[src/rtl/display_arbiter.sv]
// Arbitrates the 4-digit seven-segment display between run, edit and alarm views.
// Optional build macro LEADING_ZERO_BLANK_EN blanks zero tens digits in RUN/EDIT views.
module display_arbiter #(
  parameter int unsigned BLINK_HALF = 50000,
  parameter int unsigned ALARM_HOLD = 200000
) (
  input  logic        clk,
  input  logic        rst,
  input  logic        req_run,
  input  logic [15:0] run_digits,
  input  logic        req_edit,
  input  logic [15:0] edit_digits,
  input  logic [1:0]  edit_cursor,
  input  logic        alarm_pulse,
  input  logic        alarm_cancel,
  output logic [1:0]  grant,
  output logic [3:0]  digit_3,
  output logic [3:0]  digit_2,
  output logic [3:0]  digit_1,
  output logic [3:0]  digit_0,
  output logic        enable_3,
  output logic        enable_2,
  output logic        enable_1,
  output logic        enable_0
);

  typedef enum logic [1:0] {
    G_IDLE  = 2'd0,
    G_RUN   = 2'd1,
    G_EDIT  = 2'd2,
    G_ALARM = 2'd3
  } grant_t;

  localparam int unsigned CW = $clog2(BLINK_HALF);
  localparam int unsigned TW = $clog2(ALARM_HOLD);
  localparam logic [CW-1:0] BLINK_LAST = CW'(BLINK_HALF - 1);
  localparam logic [TW-1:0] HOLD_LOAD  = TW'(ALARM_HOLD - 1);

  grant_t        r_grant;
  logic          r_alarm_active;
  logic [TW-1:0] r_timer;
  logic [CW-1:0] r_blink_cnt;
  logic          r_phase;
  logic [15:0]   r_digits;
  logic [3:0]    r_enables;

  logic          w_alarm_next;
  logic [TW-1:0] w_timer_next;
  grant_t        w_grant_next;
  logic [CW-1:0] w_cnt_next;
  logic          w_phase_next;
  logic [15:0]   w_digits_next;
  logic [3:0]    w_en_next;

  // Cancel beats a same-cycle pulse; a pulse during an active alarm restarts the hold.
  always_comb begin
    w_alarm_next = r_alarm_active;
    w_timer_next = r_timer;
    if (alarm_cancel) begin
      w_alarm_next = 1'b0;
      w_timer_next = '0;
    end else if (alarm_pulse) begin
      w_alarm_next = 1'b1;
      w_timer_next = HOLD_LOAD;
    end else if (r_alarm_active) begin
      if (r_timer == '0) w_alarm_next = 1'b0;
      else               w_timer_next = r_timer - TW'(1);
    end
  end

  always_comb begin
    if (w_alarm_next)  w_grant_next = G_ALARM;
    else if (req_edit) w_grant_next = G_EDIT;
    else if (req_run)  w_grant_next = G_RUN;
    else               w_grant_next = G_IDLE;
  end

  // A new owner restarts the blink so it is first shown visible.
  always_comb begin
    w_cnt_next   = r_blink_cnt + CW'(1);
    w_phase_next = r_phase;
    if (w_grant_next != r_grant) begin
      w_cnt_next   = '0;
      w_phase_next = 1'b1;
    end else if (r_blink_cnt == BLINK_LAST) begin
      w_cnt_next   = '0;
      w_phase_next = ~r_phase;
    end
  end

  always_comb begin
    w_digits_next = '0;
    w_en_next     = '0;
    case (w_grant_next)
      G_RUN: begin
        w_digits_next = run_digits;
        w_en_next     = '1;
      end
      G_EDIT: begin
        w_digits_next = edit_digits;
        w_en_next     = '1;
        w_en_next[edit_cursor] = w_phase_next;
      end
      G_ALARM: begin
        w_digits_next = run_digits;
        w_en_next     = {4{w_phase_next}};
      end
      default: begin
        w_digits_next = '0;
        w_en_next     = '0;
      end
    endcase
`ifdef LEADING_ZERO_BLANK_EN
    if ((w_grant_next == G_RUN) || (w_grant_next == G_EDIT)) begin
      if (w_digits_next[15:12] == 4'd0) w_en_next[3] = 1'b0;
      if (w_digits_next[7:4]   == 4'd0) w_en_next[1] = 1'b0;
    end
`endif
  end

  always_ff @(posedge clk or posedge rst) begin
    if (rst) begin
      r_grant        <= G_IDLE;
      r_alarm_active <= 1'b0;
      r_timer        <= '0;
      r_blink_cnt    <= '0;
      r_phase        <= 1'b1;
      r_digits       <= '0;
      r_enables      <= '0;
    end else begin
      r_grant        <= w_grant_next;
      r_alarm_active <= w_alarm_next;
      r_timer        <= w_timer_next;
      r_blink_cnt    <= w_cnt_next;
      r_phase        <= w_phase_next;
      r_digits       <= w_digits_next;
      r_enables      <= w_en_next;
    end
  end

  assign grant    = r_grant;
  assign digit_3  = r_digits[15:12];
  assign digit_2  = r_digits[11:8];
  assign digit_1  = r_digits[7:4];
  assign digit_0  = r_digits[3:0];
  assign enable_3 = r_enables[3];
  assign enable_2 = r_enables[2];
  assign enable_1 = r_enables[1];
  assign enable_0 = r_enables[0];

endmodule

[config.mk]
export PLATFORM = sky130hd
export DESIGN_NAME = display_arbiter
export DESIGN_NICKNAME = d
export VERILOG_FILES = /design/src/rtl/display_arbiter.sv
export SDC_FILE = /design/constraint.sdc
export NUM_CORES = 1
export LEC_CHECK = 0
export CORE_ASPECT_RATIO = 1.1
export CORE_MARGIN = 3
export CORE_UTILIZATION = 40
export CTS_BUF_LIST = sky130_fd_sc_hd__clkbuf_16
export DETAILED_ROUTE_END_ITERATION = 6
export PLACE_DENSITY = 0.65
export RECOVER_POWER = 50
export SYNTH_ARGS = -nofsm -noshare
export SYNTH_HDL_FRONTEND = slang
export SYNTH_SLANG_ARGS = --single-unit
[constraint.sdc]
create_clock -name clk -period 4.2 [get_ports clk]
set_clock_uncertainty 0.15 [all_clocks]
set_input_delay 0.84 -clock clk [delete_from_list [all_inputs] [get_ports clk]]
set_output_delay 0.84 -clock clk [all_outputs]
set_load 0.01 [all_outputs]
== Word level (Yosys, flattened, before mapping) ==
Index checks and enable logic that the tools add are counted.

* Word-level logic and storage cells: 44
* Bits of input ports: 40
* Output and inout port bits: 22
* Register bits: 58

* Bitwise gates (word level): 3
* Mux-type cells: 19
* $add $sub $neg: 2
* Magnitude comparators: 2
* Equality and inequality tests: 6
* Reduce and logical (&&, ||, !) cells: 5

{| class="wikitable"
|+ Operators by type and width
! kind !! number
|-
| $mux 18 || 4
|-
| $mux 16 || 2
|-
| $pmux 16 s2 || 1
|-
| $logic_not 18->1 || 1
|-
| $sub 18x1->18 const B || 1
|-
| $add 16x1->16 const B || 1
|-
| $eq 16x16->1 const B || 1
|-
| $pmux 4 s3 || 1
|-
| $mux 1 || 8
|-
| $eq 2x2->1 const B || 2
|-
| $mux 2 || 2
|-
| $not 4->4 || 1
|-
| $or 4x4->4 || 1
|-
| $lt 2x3->1 const B || 1
|-
| $ne 3x3->1 const B || 1
|-
| $reduce_bool 3->1 || 1
|-
| $demux 1 s2 || 1
|-
| $eq 2x1->1 const B || 1
|-
| $ge 2x1->1 const B || 1
|-
| $ne 2x2->1 || 1
|-
| $reduce_and 2->1 || 1
|-
| $reduce_or 2->1 || 1
|-
| $logic_and 1x1->1 || 1
|-
| $not 1->1 || 1
|}

== Logic depth before layout (Yosys ltp) ==
* Word-level depth: 10
* Mapped depth: 9
* Gate-level depth less buffers: 7

== Least setup slack after synthesis ==
Ideal clock, no wire load.

* Path kind: input-to-reg
* From: in req_edit
* To: reg r_enables[0]
* Arrival: 2063 ps
* Stages: 6
* Setup slack: 1846 ps
* Data required time: 3909 ps
* Path buffers: 2
* Library setup time: 141 ps
* Cells stage by stage: clkbuf_1 or3_1 a32oi_1 and3_1 clkbuf_1 a31oi_1

* Cells in the longest elaborated chain, start to end: 6
* Elaborated cells on any way between the ends: 9
* Classes of those cells: eq/ne: 4; mux: 4; bitwise: 1

{| class="wikitable"
|+ Ends and longest elaborated chain
! element !! RTL line !! source
|-
| start, declared || 11 || <nowiki>input logic req_edit,</nowiki>
|-
| $mux 2 * || 73 || <nowiki>else if (req_edit) w_grant_next = G_EDIT;</nowiki>
|-
| $mux 2 * || 72 || <nowiki>if (w_alarm_next) w_grant_next = G_ALARM;</nowiki>
|-
| $ne 2x2->1 || 82 || <nowiki>if (w_grant_next != r_grant) begin</nowiki>
|-
| $mux 1 || 82 ||
|-
| $or 4x4->4 (no source line) || n/a ||
|-
| $pmux 4 s3 * || 94 || <nowiki>case (w_grant_next)</nowiki>
|-
| net w_en_next[0] || 53 || <nowiki>logic [3:0] w_en_next;</nowiki>
|-
| end signal, assigned || 137 || <nowiki>r_enables <= w_en_next;</nowiki>
|-
| end, declared || 45 || <nowiki>logic [3:0] r_enables;</nowiki>
|}

Mark *: on every way through the listed nets, which the timed path passes. The rest lies on a longest branch.
A chain may end at the register's enable or synchronous reset.

== Worst setup path in the final report ==
* From: reg r_timer[8]
* To: reg r_digits[15]

* Cells in the longest elaborated chain, start to end: 9
* Elaborated cells on any way between the ends: 11
* Classes of those cells: eq/ne: 3; mux: 6; reduce/logical: 2

{| class="wikitable"
|+ Ends and longest elaborated chain
! element !! RTL line !! source
|-
| start, declared || 41 || <nowiki>logic [TW-1:0] r_timer;</nowiki>
|-
| start signal, assigned || 133 || <nowiki>r_timer <= w_timer_next;</nowiki>
|-
| $logic_not 18->1 * || 66 || <nowiki>if (r_timer == '0) w_alarm_next = 1'b0;</nowiki>
|-
| $mux 1 * || 66 ||
|-
| $mux 1 * || 65 || <nowiki>end else if (r_alarm_active) begin</nowiki>
|-
| $mux 1 * || 62 || <nowiki>end else if (alarm_pulse) begin</nowiki>
|-
| $mux 1 * || 59 || <nowiki>if (alarm_cancel) begin</nowiki>
|-
| $mux 2 * || 72 ||
|-
| $eq 2x2->1 or $eq 2x1->1 (tied branches) || 94 ||
|-
| $reduce_or 2->1 (no source line) || n/a ||
|-
| $pmux 16 s2 * || 94 ||
|-
| net w_digits_next[15] || 52 || <nowiki>logic [15:0] w_digits_next;</nowiki>
|-
| end signal, assigned || 136 || <nowiki>r_digits <= w_digits_next;</nowiki>
|-
| end, declared || 44 || <nowiki>logic [15:0] r_digits;</nowiki>
|}

Marked as above.

==> metrics <==
status=finished, final reports clean; drt pass-1 iters=4; # IOs=62; combinational power share=0.145; dpl hpwl=4590 um; relative slew slack=0.317; CTS tree=built; IO buf count=61; Critical Path AT=3.00 ns; row cnt=31; Post-synth EDFFs=0; final setup fails=0; register area share after synthesis=0.506; Worst Path Max Fanout=16; Core Region=6790 um^2; gr ovfl total=0; Pwr Total=1610 uW; Max Buffers Root-to-Sink=2; CP Capture Type=register; hold endpoint=r_blink_cnt[0]; Ys Warns=0; H-tree Lvls=3; DIE HEIGHT=94.8 um; Iteration-0 DRC Markers=162; Gate Count Post-Synth=277; final worst path period need=2.89 ns; required time worst endpoint=4.30 ns; worst r2r src=r_timer[8]; Final Max Tran Viols=0; Num CTS Buffers=9; crit start category=register; syn avg cell area=10.4 um^2; routed via count=2321; hold_buf cts=0; Worst-path clk slew=0.05 ns; Seq cells post-synth=58; fin area=3840 um^2; Initial Utilization=0.423; final std cells w/o fill=427; WL/cell=14.7 um; RD Place Congestion=0.857; Max Freq=346 MHz; most used flip-flop cell after synthesis=dfrtp_1; CTS root buf=clkbuf_16; total global-route track usage=0.171; final wirelength=6270 um; share of cells above drive strength 1=0.0870; HP Class=register to register; share of flip-flops with an asynchronous set or reset=1.00; first-pass GRT wire length=10900 um; Resized cells post-CTS=0; # clock sinks=58; worst hold margin=0.323 ns; area grow syn2layout=33.7%; initial antenna violation count=0; internal power=1220 uW; vias in the first global route=2358; Hold Path Depth=1; die area=8230 um^2; postcts setup bufs=0; Unique masters post-synth=54; antenna cells=0; Sw Pwr=383 uW; Final nets=382; largest net degree at the start of global routing=31; RSZ-0062 raised after global routing=false; Clk network pwr share=0.468; max-cap viol count=0; Seq pwr share=0.387; Switching Fraction=0.238; R2R cell count=6; Clk Latency, worst-skew pair=0.32 ns; Worst R2R End=r_digits[15]; critical path class=register to register; Max VDD drop=0.221 mV; Pwr per Cell Area=418 nW/um^2; synthesized area=2870 um^2; Hold Crit Start=r_blink_cnt[0]; measured slew at the worst slew-check pin=1.02 ns; Setup TNS=0 ns; Via density=5.44; Syn Nets=319; Die X=86.8 um; r2r setup slk=1.31 ns; Antenna Violating Nets Remaining=0; DRC viols=0; placed cell areas=3530 um^2; Pleak=0.00161 uW; final hold violations=0; Tcrit/Tclk final=0.689; placed cell count=411
registers in the layout (all words and copies together), names as in the netlist:
name,flops
grant,2
r_alarm_active,1
r_blink_cnt,16
r_digits,16
r_enables,4
r_phase,1
r_timer,18
worst max-delay path, cell delays in order (launching register included):
cell     delay (ns)
dfrtp_1        0.44
nor4_1         0.80
nand4_2        0.33
o21ai_1        0.22
buf_4          0.20
and2_1         0.49
a22o_1         0.21
worst max-delay path by stage:
stage / startpoint / to / slack, ns / cells past startpoint
2_1_floorplan: rst / grant[0] / 1.78 / 1
3_3_place_gp: alarm_pulse / r_digits[4] / 1.18 / 7
3_5_place_dp: alarm_pulse / r_digits[9] / 1.12 / 7
4_1_cts: alarm_pulse / r_digits[15] / 1.45 / 7
5_1_grt: r_timer[8] / r_digits[8] / 1.04 / 6
6_report: r_timer[8] / r_digits[15] / 1.31 / 6
routing by layer:
| layer | part of all wire | wire length, um | track usage |
|---|---|---|---|
| met5 | 0 | 0 | 0 |
| met4 | 0.012 | 78 | 0.0831 |
| met3 | 0.074 | 466 | 0.0777 |
| met2 | 0.47 | 2920 | 0.251 |
| met1 | 0.45 | 2810 | 0.213 |
metrics by stage:
step / setup WS [ns] / utilization
final: 1.31 / 0.566
after floorplan: 1.78 / -
after global placement: 1.18 / 0.521
after global routing: 1.04 / 0.566
after detailed placement: 1.12 / 0.521
after CTS: 1.45 / 0.566
kinds of logic (layout without fill, tap and decap cells):
family                   Yosys count  in the layout  synth area share
XOR/XNOR                          22             22            0.0671
buffers and inverters             21             89            0.0357
AND/OR/NAND/NOR                  110            110             0.221
AO/OA/AOI/OAI                     64             64             0.162
flip-flops                        58             58             0.506
adder cells (fa/ha/maj)            2              2           0.00872
power by group through the flow:
stage | clock, uW | sequential, uW | combinational, uW
6_report | 751 | 621 | 233
5_1_grt | 795 | 627 | 260
4_1_cts | 766 | 622 | 240
3_5_place_dp | 0 | 631 | 238
3_3_place_gp | 0 | 630 | 238
2_1_floorplan | 0 | 632 | 132
cell usage in the layout, fill, tap and decap left out, types with 9 or more instances in the layout:
cell type | Yosys | final
a22o_1 | 16 | 16
inv_1 | 8 | 10
dfrtp_1 | 57 | 57
a21oi_1 | 10 | 10
clkbuf_16 | 0 | 9
dlygate4sd3_1 | 0 | 10
xor2_1 | 16 | 16
clkdlybuf4s50_1 | 0 | 51
nand3_1 | 12 | 12
nand2_1 | 17 | 17
nor2_1 | 31 | 31
cells in the mapped netlist, types with 2 or more instances:
| cell | count | area, um^2 |
|---|---|---|
| a21oi_1 | 10 | 50.1 |
| a31oi_1 | 6 | 37.5 |
| nor3b_2 | 2 | 25.0 |
| nor3_1 | 7 | 35.0 |
| o21ai_0 | 7 | 35.0 |
| nor4_1 | 4 | 25.0 |
| and2_1 | 3 | 18.8 |
| nand2_1 | 17 | 63.8 |
| a22o_1 | 16 | 140 |
| o21a_1 | 2 | 15.0 |
| xor2_1 | 16 | 140 |
| nand4_1 | 6 | 37.5 |
| nand2b_1 | 2 | 12.5 |
| or4_1 | 2 | 15.0 |
| or4_4 | 2 | 22.5 |
| dfrtp_1 | 57 | 1430 |
| nor2_1 | 31 | 116 |
| a21o_1 | 3 | 22.5 |
| buf_6 | 2 | 22.5 |
| ha_1 | 2 | 25.0 |
| nand3_1 | 12 | 60.1 |
| nor4_4 | 2 | 42.5 |
| clkbuf_1 | 6 | 22.5 |
| or3_1 | 3 | 18.8 |
| o32ai_1 | 2 | 17.5 |
| xnor2_1 | 6 | 52.6 |
| o21ai_1 | 5 | 25.0 |
| and3_1 | 6 | 37.5 |
| inv_2 | 2 | 7.51 |
| inv_1 | 8 | 30.0 |
| nand4_2 | 2 | 25.0 |
| buf_4 | 2 | 15.0 |
| a32o_1 | 3 | 30.0 |
cell type report:
cell class | instances | area [um^2]
fill | 584 | 2950
sequential | 58 | 1450
multi-input combinational | 198 | 1310
timing repair buffer | 63 | 626
clock buffer | 9 | 225
tap | 82 | 103
clock inverter | 7 | 86.3
inverter | 10 | 37.5
Note: power is estimated with default switching activity, not from simulation.
